[config.mk]
export PLATFORM = sky130hd
export DESIGN_NAME = serial_adder
export DESIGN_NICKNAME = d
export VERILOG_FILES = /design/src/rtl/serial_adder.sv
export SDC_FILE = /design/constraint.sdc
export NUM_CORES = 1
export LEC_CHECK = 0
export ABC_AREA = 1
export CAP_MARGIN = 0
export CORE_UTILIZATION = 50
export CTS_BUF_LIST = sky130_fd_sc_hd__clkbuf_4
export CTS_CLUSTER_SIZE = 14
export DETAILED_ROUTE_END_ITERATION = 12
export PLACE_DENSITY_LB_ADDON = 0.1
export SLEW_MARGIN = 15
export SYNTH_ARGS = -nofsm -noshare
export SYNTH_HDL_FRONTEND = slang
export SYNTH_SLANG_ARGS = --single-unit
[constraint.sdc]
create_clock -name clk -period 1.6 [get_ports clk]
set_input_delay 0.16 -clock clk [delete_from_list [all_inputs] [get_ports clk]]
set_output_delay 0.16 -clock clk [all_outputs]
set_load 0.01 [all_outputs]
[src/rtl/serial_adder.sv]
// Bit-serial ripple adder: one bit per clock, LSB first, WIDTH cycles.
// Ports: clk, rst_n (sync, active-low), start/a/b/cin in; busy/done/sum/cout/ovf out.
module serial_adder #(
    parameter int WIDTH = 8
) (
    input  logic             clk,
    input  logic             rst_n,
    input  logic             start,
    input  logic [WIDTH-1:0] a,
    input  logic [WIDTH-1:0] b,
    input  logic             cin,
    output logic             busy,
    output logic             done,
    output logic [WIDTH-1:0] sum,
    output logic             cout,
    output logic             ovf
);

    localparam int CW = (WIDTH < 2) ? 1 : $clog2(WIDTH + 1);

    typedef enum logic [1:0] {
        IDLE  = 2'd0,
        SHIFT = 2'd1,
        DONE  = 2'd2
    } state_t;

    state_t           r_state;
    logic [WIDTH-1:0] r_a;
    logic [WIDTH-1:0] r_b;
    logic             r_c;
    logic [CW-1:0]    r_cnt;
    logic [WIDTH-1:0] r_sum;
    logic             r_cout;
    logic             r_ovf;
    logic             r_busy;
    logic             r_done;

    logic w_ai;
    logic w_bi;
    logic w_sbit;
    logic w_carry;
    logic w_last;

    // Operands shift right, so bit 0 is always the bit being added.
    assign w_ai    = r_a[0];
    assign w_bi    = r_b[0];
    assign w_sbit  = w_ai ^ w_bi ^ r_c;
    assign w_carry = (w_ai & w_bi) | (r_c & (w_ai ^ w_bi));
    assign w_last  = (r_cnt == CW'(WIDTH - 1));

    always_ff @(posedge clk) begin
        if (!rst_n) begin
            r_state <= IDLE;
            r_a     <= '0;
            r_b     <= '0;
            r_c     <= 1'b0;
            r_cnt   <= '0;
            r_sum   <= '0;
            r_cout  <= 1'b0;
            r_ovf   <= 1'b0;
            r_busy  <= 1'b0;
            r_done  <= 1'b0;
        end else begin
            case (r_state)
                IDLE: begin
                    r_done <= 1'b0;
                    if (start) begin
                        r_a     <= a;
                        r_b     <= b;
                        r_c     <= cin;
                        r_cnt   <= '0;
                        r_sum   <= '0;
                        r_busy  <= 1'b1;
                        r_state <= SHIFT;
                    end
                end
                SHIFT: begin
                    r_a   <= r_a >> 1;
                    r_b   <= r_b >> 1;
                    r_c   <= w_carry;
                    r_cnt <= r_cnt + CW'(1);
                    for (int i = 0; i < WIDTH; i++) begin
                        if (r_cnt == CW'(i)) begin
                            r_sum[i] <= w_sbit;
                        end
                    end
                    if (w_last) begin
                        // Carry into the MSB is r_c; carry out is w_carry.
                        r_cout  <= w_carry;
                        r_ovf   <= r_c ^ w_carry;
                        r_busy  <= 1'b0;
                        r_done  <= 1'b1;
                        r_state <= DONE;
                    end
                end
                DONE: begin
                    r_done  <= 1'b0;
                    r_state <= IDLE;
                end
                default: begin
                    r_busy  <= 1'b0;
                    r_done  <= 1'b0;
                    r_state <= IDLE;
                end
            endcase
        end
    end

    assign busy = r_busy;
    assign done = r_done;
    assign sum  = r_sum;
    assign cout = r_cout;
    assign ovf  = r_ovf;

endmodule
==> run_results.csv, run 1 <==
group,metric,value,unit
run_status,outcome,"complete, no violations",
critical_path,critPathRequiredTime,1.44,ns
critical_path,critPathTopFamily,"buffers and inverters",
critical_path,rr_worst_depth,7,
critical_path,crit_fanout,2,
critical_path,path_cells,"clkdlybuf4s50_1",
sta,period_needed,1.399,ns
place,dp_hpwl,2215,µm
global_route,grt_pass1_wl,5775,µm
power_and_ir_drop,power,1.846,mW
floorplan,initial_core_util,53.60,%
drt,drt_iter0_drc,98,
synthesis,yosys_warnings,0,
job,drv_cap,0,
place,post_dp_cell_area,2023,µm²
layout,layout.cells.non_filler,325,
synthesis,synth.cell_area,1677,µm²
clocking,htreeDepth,2,
clocking,cts_tree,"yes",
layout,stdcell_area,2081,µm²
critical_path,rr_endpoint,"sum[1]",
synthesis,postSynthCellCount,249,
sta,setup_tns,0,ns
sta,final.period_utilization,87.41,%
sta,tightest_slew,0.3065,ns
critical_path,critPathBufInv,1,
sta,relSlewSlack,79.49,%
critical_path,cp-end-kind,"output port",
drt,viasPerCell,4.748,
global_route,grt_max_degree,32,
place,gp_congestion,0.8283,
clocking,clock_path_buffers,2,
clocking,hold_buffers,0,
layout,drive_gt1_share,6.762,%
clocking,numCtsBuffers,5,
layout,ff_latch_area,700.7,µm²
drt,route.detailed.drc,0,
critical_path,critPathMaxStageDelay,0.55,ns
clocking,path_clk_slew,0.10,ns
synthesis,yosys_register_bits,35,
min_path,hp-start,"a[7]",
drt,drt_pass1_iterations,4,
drt,vias,1543,
drt,drt-total-wl,3323,µm
place,dp_cells,317,
layout,layout_commonest_cell,"nand2_1",
drt,antenna_left,0,
critical_path,arrival,1.24,ns
power_and_ir_drop,pwr_density_cell,887.1,nW/µm²
floorplan,die-area,3589,µm²
floorplan,placement_rows,20,
min_path,hp-class,"input port to register",
min_path,whs_path_depth,3,
floorplan,die_height,59.91,µm
synthesis,synth_nets,274,
synthesis,seq_area_frac_synth,41.79,%
floorplan,ioPinCount,32,
sta,max_freq,0.7150,GHz
global_route,grt_pass1_vias,1405,
clocking,post_cts_buffers,0,
layout,final_cell_mix,"77 x nand2_1, 47 x nor2_1, 35 x dfxtp_1",
layout,antennaDiodeCount,0,
sta,hold_violations,0,
min_path,hold_end,"r_a[7]",
clocking,cts_sinks,35,
sta,slew_violations,0,
synthesis,synth.avg_cell_area,6.733,µm²
floorplan,design.core.area,3128,µm²
clocking,cts_resized,0,
critical_path,rr_startpoint,"r_a[0]",
layout,multi_input_area,843.3,µm²
layout,fin_util,66.52,%
global_route,antenna_found_initial,0,
layout,fin_nets,305,
critical_path,setup.worst_path.start_class,"register",
power_and_ir_drop,irDropWorstVdd,584.2,µV
global_route,grt-ovfl-total,0,
layout,fill_cells,298,
power_and_ir_drop,leakagePower,0.9490,nW
synthesis,synth.distinct_cells,21,
floorplan,dieWidth,59.91,µm
sta,rsz0062_at_grt,"false",
critical_path,critPathSlowestCell,"clkdlybuf4s50_1",
layout,area_growth,24.10,%
global_route,grt.total_usage,21.81,%
critical_path,r2r_setup_slack,0.23,ns
clocking,clock_latency,0.34,ns
critical_path,criticalPathCategory,"register to output port",
sta,setup_viol,0,
drt,avgRoutedWirePerCell,10.22,µm
clocking,cts_root_buf,"clkbuf_4",
sta,fin_worst_skew,0.007374,ns
critical_path,crit_cells,1,
place,port_buffers,31,
## area by class of cell
| cell class | count | share of cell area [%] |
|---|---|---|
| tap | 44 | 2.646 |
| clock inverter | 1 | 0.2405 |
| inverter | 15 | 2.706 |
| multi-input combinational | 186 | 40.53 |
| timing repair buffer | 37 | 17.68 |
| clock buffer | 7 | 2.526 |
| sequential | 35 | 33.67 |
## power by group
group	total [mW]	internal, mW	switching, mW
Sequential	0.969	0.935	0.0335
Clock	0.492	0.205	0.287
Combinational	0.385	0.183	0.202
## per-layer routing
| layer | vias up | GRT usage, % | part of all wire (%) |
|---|---|---|---|
| met2 | 32 | 35.08 | 47 |
| met3 | 5 | 7.359 | 4.3 |
| met4 | 0 | 9.967 | 1.3 |
| met5 | - | 0 | 0 |
| li1 | 839 | - | - |
| met1 | 667 | 26.17 | 47 |
## cells by family (layout without fill, tap and decap cells)
kind of cell    after synthesis  in the layout  share of synthesized area, %
flops                        35             35                         41.79
buf+inv                      28             60                         7.911
xor+xnor                      1              1                        0.5225
fa+ha+maj                     5              5                         4.179
compound gates               40             40                         12.24
simple gates                140            140                         33.36
## sequential cells by signal, summed over array words and instances (netlist names), 2 cells and up
signal / cells
r_a: 8
r_b: 8
sum: 8
r_state: 2
r_cnt: 4
## worst max path at each step
stage	from	to	slack, ns
CTS	sum[0]	sum[0]	0.18
detailed placement	r_a[0]	sum[5]	0.25
global placement	r_a[0]	sum[1]	0.24
global route	r_cnt[1]	cout	0.11
finish	sum[0]	sum[0]	0.20
floorplan	r_a[0]	sum[0]	0.31
## stage by stage
step                setup slack [ns]  hold slack (ns)
global placement              0.2430           0.4594
CTS                           0.1762           0.3700
global route                  0.1125           0.3585
finish                        0.2014           0.3783
detailed placement            0.2456           0.4588
floorplan                     0.3080           0.2768
## cells in the mapped netlist (all sizes together)
master	number	area, µm²
xnor2	1	8.760
nand2	79	306.5
buf	8	57.55
ha	4	50.05
fa	1	20.02
dfxtp	35	700.7
o21a	1	7.510
nand3	13	65.06
a21oi	14	70.07
inv	15	56.31
o21ai	24	120.1
nor2	48	187.7
a22oi	1	7.510
clkbuf	5	18.77
No activity file was read; power rests on OpenSTA's default activity.
==> run 2, diff against run 1 <==
--- a/config.mk
+++ b/config.mk
@@ -7,6 +7,7 @@
 export LEC_CHECK = 0
 export ABC_AREA = 1
 export CAP_MARGIN = 0
+export CORE_MARGIN = 1
 export CORE_UTILIZATION = 50
 export CTS_BUF_LIST = sky130_fd_sc_hd__clkbuf_4
 export CTS_CLUSTER_SIZE = 14
==> results of run 2 <==
Final layout, timing and power as in run 1 (identical DEF).
==> run 3, diff against run 2 <==
--- a/config.mk
+++ b/config.mk
@@ -13,6 +13,7 @@
 export CTS_CLUSTER_SIZE = 14
 export DETAILED_ROUTE_END_ITERATION = 12
 export PLACE_DENSITY_LB_ADDON = 0.1
+export SKIP_CTS_REPAIR_TIMING = 1
 export SLEW_MARGIN = 15
 export SYNTH_ARGS = -nofsm -noshare
 export SYNTH_HDL_FRONTEND = slang
==> results of run 3 <==
Final layout, timing and power as in run 1 (identical DEF).
